`config.mk`:
```
export PLATFORM = sky130hd
export DESIGN_NAME = k_sync_fifo_t2
export DESIGN_NICKNAME = d
export VERILOG_FILES = /design/src/rtl/k_fifo_pkg.sv /design/src/rtl/k_dp_ram_t2.sv /design/src/rtl/k_sync_fifo_t2.sv
export SDC_FILE = /design/constraint.sdc
export NUM_CORES = 1
export LEC_CHECK = 0
export ABC_AREA = 1
export ABC_CLOCK_PERIOD_IN_PS = 2940
export BUFFER_PORTS_ARGS = -buffer_cell sky130_fd_sc_hd__buf_2
export CAP_MARGIN = 10
export CORE_ASPECT_RATIO = 1.2
export CORE_MARGIN = 4
export CORE_UTILIZATION = 61
export CTS_CLUSTER_DIAMETER = 100
export DETAILED_ROUTE_END_ITERATION = 8
export GPL_ROUTABILITY_DRIVEN = 1
export HOLD_SLACK_MARGIN = 0.06
export PLACE_DENSITY = 0.77
export SETUP_SLACK_MARGIN = 0.15
export SYNTH_ARGS = -nofsm -noshare
export SYNTH_HDL_FRONTEND = slang
export SYNTH_SLANG_ARGS = --single-unit
```
`constraint.sdc`:
```
create_clock -name clk -period 2.94 [get_ports clk]
set_input_delay 0.147 -clock clk [delete_from_list [all_inputs] [get_ports clk]]
set_output_delay 0.147 -clock clk [all_outputs]
set_load 0.02 [all_outputs]
```
`src/rtl/k_fifo_pkg.sv`:
```
// Shared constants and pointer helpers for the k_sync_fifo_t2 family.
// Pointers are passed zero-extended to 32 bits so one helper serves every ADDR_W.
package k_fifo_pkg;

    localparam int DEF_DATA_W = 8;
    localparam int DEF_ADDR_W = 4;

    function automatic int depth_of(input int addr_w);
        return 1 << addr_w;
    endfunction

    function automatic logic ptr_empty(input logic [31:0] wptr, input logic [31:0] rptr);
        return wptr == rptr;
    endfunction

    // Full when the address bits match and only the wrap bit (bit addr_w) differs.
    function automatic logic ptr_full(input logic [31:0] wptr, input logic [31:0] rptr,
                                      input int addr_w);
        return (wptr ^ rptr) == (32'd1 << addr_w);
    endfunction

endpackage

```
`src/rtl/k_dp_ram_t2.sv`:
```
// Parametrised dual-port RAM: synchronous write, asynchronous read, no reset.
// Generalised successor of the 2-deep RAM used in the FIFO path.
module k_dp_ram_t2
    import k_fifo_pkg::*;
#(
    parameter int DATA_W = DEF_DATA_W,
    parameter int ADDR_W = DEF_ADDR_W
) (
    input  logic              clk_i,
    input  logic              wen_i,
    input  logic [ADDR_W-1:0] waddr_i,
    input  logic [DATA_W-1:0] wdata_i,
    input  logic [ADDR_W-1:0] raddr_i,
    output logic [DATA_W-1:0] rdata_o
);

    localparam int DEPTH = depth_of(ADDR_W);

    logic [DATA_W-1:0] mem_q [DEPTH];

    always_ff @(posedge clk_i) begin
        if (wen_i) begin
            mem_q[waddr_i] <= wdata_i;
        end
    end

    assign rdata_o = mem_q[raddr_i];

endmodule

```
`src/rtl/k_sync_fifo_t2.sv`:
```
// Single-clock show-ahead FIFO with count and almost-full/almost-empty flags.
// Define K_FIFO_ERR_EN to add sticky overflow/underflow error ports.
module k_sync_fifo_t2
    import k_fifo_pkg::*;
#(
    parameter int DATA_W   = DEF_DATA_W,
    parameter int ADDR_W   = DEF_ADDR_W,
    parameter int AF_LEVEL = depth_of(ADDR_W) - 2,
    parameter int AE_LEVEL = 2
) (
    input  logic              clk,
    input  logic              rst_n,
    input  logic              wr_en,
    input  logic [DATA_W-1:0] wr_data,
    input  logic              rd_en,
    output logic [DATA_W-1:0] rd_data,
    output logic              full,
    output logic              empty,
    output logic              almost_full,
    output logic              almost_empty,
    output logic [ADDR_W:0]   count
`ifdef K_FIFO_ERR_EN
    ,
    output logic              overflow,
    output logic              underflow
`endif
);

    localparam int              PAD     = 31 - ADDR_W;
    localparam logic [ADDR_W:0] PTR_ONE = {{ADDR_W{1'b0}}, 1'b1};
    localparam logic [ADDR_W:0] AF_LVL  = (ADDR_W+1)'(AF_LEVEL);
    localparam logic [ADDR_W:0] AE_LVL  = (ADDR_W+1)'(AE_LEVEL);

    logic [ADDR_W:0] wptr_q, wptr_d;
    logic [ADDR_W:0] rptr_q, rptr_d;
    logic            do_wr, do_rd;

    // Handshake: a request is accepted only when its enable is high and the
    // registered flag guarding it (full for writes, empty for reads) is low;
    // a refused request leaves pointers, count and memory untouched.
    assign empty = ptr_empty({{PAD{1'b0}}, wptr_q}, {{PAD{1'b0}}, rptr_q});
    assign full  = ptr_full({{PAD{1'b0}}, wptr_q}, {{PAD{1'b0}}, rptr_q}, ADDR_W);
    assign do_wr = wr_en & ~full;
    assign do_rd = rd_en & ~empty;

    assign count        = wptr_q - rptr_q;
    assign almost_full  = (count >= AF_LVL);
    assign almost_empty = (count <= AE_LVL);

    always_comb begin
        wptr_d = wptr_q;
        rptr_d = rptr_q;
        if (do_wr) begin
            wptr_d = wptr_q + PTR_ONE;
        end
        if (do_rd) begin
            rptr_d = rptr_q + PTR_ONE;
        end
    end

`ifdef K_FIFO_ERR_EN
    logic ovf_q, ovf_d;
    logic unf_q, unf_d;

    always_comb begin
        ovf_d = ovf_q | (wr_en & full);
        unf_d = unf_q | (rd_en & empty);
    end

    assign overflow  = ovf_q;
    assign underflow = unf_q;
`endif

    always_ff @(posedge clk or negedge rst_n) begin
        if (!rst_n) begin
            wptr_q <= '0;
            rptr_q <= '0;
`ifdef K_FIFO_ERR_EN
            ovf_q  <= 1'b0;
            unf_q  <= 1'b0;
`endif
        end else begin
            wptr_q <= wptr_d;
            rptr_q <= rptr_d;
`ifdef K_FIFO_ERR_EN
            ovf_q  <= ovf_d;
            unf_q  <= unf_d;
`endif
        end
    end

    k_dp_ram_t2 #(
        .DATA_W (DATA_W),
        .ADDR_W (ADDR_W)
    ) u_ram (
        .clk_i   (clk),
        .wen_i   (do_wr),
        .waddr_i (wptr_q[ADDR_W-1:0]),
        .wdata_i (wr_data),
        .raddr_i (rptr_q[ADDR_W-1:0]),
        .rdata_o (rd_data)
    );

endmodule

```
Word level (Yosys, flattened, before mapping)
Memory sizes are Yosys's and may differ from the RTL's.
Cells that the tools add are included.
- memories: 1
- logic and storage cells: 17
- output and inout bits: 17
- RAM bits: 128
- register bits after elaboration: 10
- memory list (name ; depth ; bits a word ; rd ports ; clocked after Yosys merged registers in ; write ports ; RTL line ; source):
    u_ram.mem_q ; 16 ; 8 ; 1 ; 0 ; 1 ; k_dp_ram_t2.sv:19 ; logic [DATA_W-1:0] mem_q [DEPTH];
- bitwise operators: 5
- multiplexer cells: 2
- $add $sub $neg: 3
- magnitude comparators: 2
- equal/unequal tests: 2
- operators with widths (kind ; number):
    5-bit by 1-bit adder with 5-bit output (second input constant) ; 2
    5-bit equality test ; 1
    5-bit equality test (second input constant) ; 1
    5-bit by 4-bit >= comparator with 1-bit output (second input constant) ; 1
    5-bit by 2-bit less-or-equal comparator with 1-bit output (second input constant) ; 1
    5-bit subtractor ; 1
    5-bit bitwise XOR ; 1
    1-bit AND ; 2
    1-bit 2-to-1 mux ; 2
    1-bit inverter ; 2

Logic depth before layout (Yosys ltp)
- depth after elaboration: 6
- gate-level depth with buffers: 11

Modules after synthesis
From an unflattened synthesis, not the netlist that was laid out.
- cell total of the unflattened synthesis: 653
- area total of the unflattened synthesis: 6409.9 um^2
- modules (own cells, without submodules) (module ; area each (um^2) ; cells an instance ; times used):
    k_dp_ram_t2 ; 5606.6 ; 543 ; 1
    k_sync_fifo_t2 ; 803.3 ; 110 ; 1

Least setup slack after synthesis
No wires, ideal clock.
- kind: register -> register
- start point: register rptr_q[1]
- end point: memory u_ram.mem_q[0][0] in the netlist's numbering (enable)
- stages on the path, launching flop included: 10
- arrival: 2.029 ns
- path slack: 0.540 ns
- required time: 2.570 ns
- period minus slack after synthesis: 2.400 ns
- path buffers: 2
- cells stage by stage: dfrtp_1 buf_2 inv_1 buf_2 ha_1 nand2_1 nor3_4 a21oi_2 nand2_1 nor2_1
- cells in the longest elaborated chain, start to end: 6
- RTL lines (what ; RTL line ; source):
    from (decl) ; k_sync_fifo_t2.sv:35 ; logic [ADDR_W:0] rptr_q, rptr_d;
    from (signal assigned) ; k_sync_fifo_t2.sv:84 ; rptr_q <= rptr_d;
    5-bit bitwise XOR ; k_fifo_pkg.sv:19 ; return (wptr ^ rptr) == (32'd1 << addr_w);
    5-bit equality test ; k_fifo_pkg.sv:19 ;
    1-bit inverter ; k_sync_fifo_t2.sv:43 ; assign do_wr = wr_en & ~full;
    1-bit AND ; k_sync_fifo_t2.sv:43 ;
    1-bit 2-to-1 mux ; k_dp_ram_t2.sv:22 ; if (wen_i) begin
    1-bit 2-to-1 mux (implied by the code) ; k_dp_ram_t2.sv:23 ; mem_q[waddr_i] <= wdata_i;
    to (decl) ; k_dp_ram_t2.sv:19 ;
Every way passes these cells.

Worst setup path after layout
- start point: register rptr_q[2]
- end point: memory u_ram.mem_q[11][6] in the netlist's numbering (enable)
The elaborated chain is that of the path after synthesis.

==> out/metrics.yaml <==
status:
  status: "complete, no violations"
worst_setup_path:
  critPathLaunchType: "flop"
  critical-path-slowest-cell: "sky130_fd_sc_hd__nor2_1"
  crit_path_frequent_cell: "sky130_fd_sc_hd__nand2_1"
  setup.worst_path.class: "flop to flop"
  cpPeakStageDelay_ns: 0.58
  cp_cell_sequence: "clkinv_1 > ha_1 > nand2_1 > nor3_4 > a21oi_2 > nand2_1 > nor2_1"
  critical_path.top_delay_family: "simple AND/OR/NAND/NOR gates"
  worstPathMaxFanout: 9
  cp-end-kind: "flop"
  critical_path_required_ns: 2.99
  worstPathBufferInverterCount: 1
  crit_arrival_ns: 2.78
run:
  maxCapViolCount: 0
sta:
  timing.final.crit_share_pct: 92.8
  setup_repair_after_global_routing_missed_its_margin: "yes"
  finalClockSkew_ns: 0.00893
  setup-violations-final: 0
  hold_viol: 0
  min_period_ns: 2.73
  timing.setup.tns_ns: 0
  worst_slew_pin_slew_ns: 0.694
  post-route-worst-setup-slack_ns: 0.210
  final.hold.worst_slack_ns: 0.101
  maxClockFrequency_ghz: 0.366
  report.final.slew_viol_count: 0
  worst_slew_margin_rel_pct: 53.7
drt:
  post_drt_wl_per_cell_um: 17.1
  route.vias.total: 4545
  detail_route.first_pass.iterations: 5
  drt_iter0_markers: 389
  routed_via_density: 5.39
  route.antenna.remaining_nets: 0
  drc_violations_left: 0
  routed_wirelength_mm: 14.5
grt:
  grt.overflow.total: 0
  global_route_total_usage_across_every_layer_pct: 25.1
  grt_start_max_net_pins: 68
  antenna_found_initial: 0
  via_count_of_the_first_global_routing_pass: 4553
  grt_first_pass_wirelength_mm: 22.5
final_layout:
  layout_commonest_cell: "sky130_fd_sc_hd__nand2_1"
  final_area_um2: 7280
  relative_area_change_from_synthesis_to_final_layout_pct: 13.5
  n_antenna_cell: 0
  top_library_cells_by_usage_in_the_layout_fill_and_taps_aside: "sky130_fd_sc_hd__nand2_1, sky130_fd_sc_hd__inv_1, sky130_fd_sc_hd__edfxtp_1, sky130_fd_sc_hd__nand3_1, sky130_fd_sc_hd__buf_2"
  utilization_pct: 71.7
  final_nets: 729
  post_route_cells_drive_above_1_share_pct: 11.1
place:
  globalplace.congestion: 0.931
  dp_worst_setup_slack_ns: 0.218
  post_dp_hpwl_mm: 9.21
  dpl_cell_area_um2: 6670
  io_buffer_count: 28
logic_synthesis:
  synth.yosys.seq_area_share_pct: 63.8
  yosys_register_bits: 138
  synthDistinctLibCells: 23
  yosys-top-cells-area: "sky130_fd_sc_hd__edfxtp_1, sky130_fd_sc_hd__nand2_1, sky130_fd_sc_hd__inv_1"
  yosysTopAreaCellShare_pct: 59.9
  synthDominantAreaCellType: "sky130_fd_sc_hd__edfxtp_1"
  syn_avg_cell_area_um2: 9.51
  syn_area_um2: 6420
  synthCells: 675
  ys_warn_count: 0
  syn_nets: 697
clock_network:
  clock_buffer_count_from_cts: 17
  cts_setup_buffers: 0
  ctsHtreeMaxLevel: 4
  clk_transition_reported_paths_ns: 0.06
  clk_path_buf_depth: 2
  cts-root-buf: "sky130_fd_sc_hd__clkbuf_16"
  clk_latency_ns: 0.41
  tritoncts_clock_tree: "done"
  clkSinkCount: 138
power_and_ir_drop:
  cellLeakagePower_uw: 0.00336
  sequentialPowerShare_pct: 33.1
  max-vdd-ir-drop_mv: 0.531
  intPower_uw: 4560
  power.clock.fraction_pct: 27.7
  comb_power_share_pct: 39.2
  switching_share_pct: 39.2
  switching_power_uw: 2940
  power_per_cell_area_nw_per_um2: 1030
floorplan:
  design.die.area_um2: 12200
  io-pin-count: 29
  chipWidth_um: 102
  initial_core_utilization_pct: 63.2
  core_outline_area_um2: 10200
  row_count: 40
  die_y_um: 120
hold_path:
  min-delay-path-class: "input port to flop"
==> final timing paths <==
kind / slack, ns / end / from / cells after the start
max: 0.21 / u_ram.mem_q[11][6] / rptr_q[2] / 7
max reg2reg: 0.21 / u_ram.mem_q[11][6] / rptr_q[2] / 7
min reg2reg: 0.52 / rptr_q[3] / rptr_q[3] / 2
min in group asynchronous: 0.15 / rptr_q[4] / rst_n / 2
min: 0.10 / wptr_q[3] / wr_en / 4
max in group asynchronous: 2.56 / rptr_q[0] / rst_n / 2
==> synth_stat cells <==
cell                       instances
sky130_fd_sc_hd__inv_2             1
sky130_fd_sc_hd__o21ai_0           2
sky130_fd_sc_hd__a21oi_1           2
sky130_fd_sc_hd__buf_1             1
sky130_fd_sc_hd__dfrtp_1          10
sky130_fd_sc_hd__nor2_1           18
sky130_fd_sc_hd__a22oi_1           1
sky130_fd_sc_hd__fa_1              1
sky130_fd_sc_hd__ha_1              9
sky130_fd_sc_hd__clkinv_1          2
sky130_fd_sc_hd__buf_2            13
sky130_fd_sc_hd__inv_1           135
sky130_fd_sc_hd__nor3_4            1
sky130_fd_sc_hd__nand2_2           1
sky130_fd_sc_hd__xnor2_1           5
sky130_fd_sc_hd__nand3_1          89
sky130_fd_sc_hd__edfxtp_1        128
sky130_fd_sc_hd__nand2_1         241
sky130_fd_sc_hd__a21oi_2           1
sky130_fd_sc_hd__clkbuf_1          6
sky130_fd_sc_hd__xor2_1            3
sky130_fd_sc_hd__buf_4             4
sky130_fd_sc_hd__or2_2             1
==> repair_timing <==
item | in CTS | in global routing
gates resized for setup | 0 | 10
hold buffers | 1 | 0
endpoints found under the setup margin | 0 | 104
endpoints found under the hold margin | 10 | 0
==> flip-flops by register name, summed over array words and instances (netlist names) <==
register,flops
u_ram.mem_q,128
rptr_q,5
wptr_q,5
==> per-stage QoR <==
step,std cells,total power [uW]
2_1_floorplan,675,4550
3_3_place_gp,813,5280
3_5_place_dp,813,5360
4_1_cts,844,7460
5_1_grt,844,7890
6_report,844,7490
==> power groups by stage <==
stage	combinational, uW	sequential [uW]	clock [uW]
after floorplan	2070	2480	0
after detailed placement	2840	2510	0
after global routing	3210	2490	2190
after CTS	2870	2480	2100
after global placement	2780	2500	0
final	2940	2480	2080
==> cells by family after synthesis <==
family                   synth area share [%]
AO/OA/AOI/OAI                           0.565
XOR/XNOR                                 1.09
adder cells (fa/ha/maj)                  2.07
buffers and inverters                    9.96
flip-flops                               63.8
AND/OR/NAND/NOR                          22.5
==> layer usage <==
metal / up-vias / track usage, % / routed length (um)
met4: 0 / 10.1 / 287
met5: - / 0 / 0
met3: 26 / 6.41 / 1150
met1: 2130 / 31.4 / 5710
met2: 203 / 41.4 / 7320
li1: 2186 / - / -
==> area by class of cell <==
| type | count | area, um2 |
|---|---|---|
| clock buffers | 18 | 429 |
| clock inverters | 12 | 151 |
| fillers | 695 | 2880 |
| inverters | 138 | 518 |
| multi-input cells | 375 | 1710 |
| flip-flops and latches | 138 | 4100 |
| well taps | 126 | 158 |
| repair buffers | 37 | 223 |
==> tightest hold or removal path: stages <==
cell and delay [ns]:
sky130_fd_sc_hd__buf_2 0.10, sky130_fd_sc_hd__nand2_2 0.10, sky130_fd_sc_hd__nand2_1 0.07, sky130_fd_sc_hd__nand2_1 0.05
Note: power is estimated with default switching activity, not from simulation.
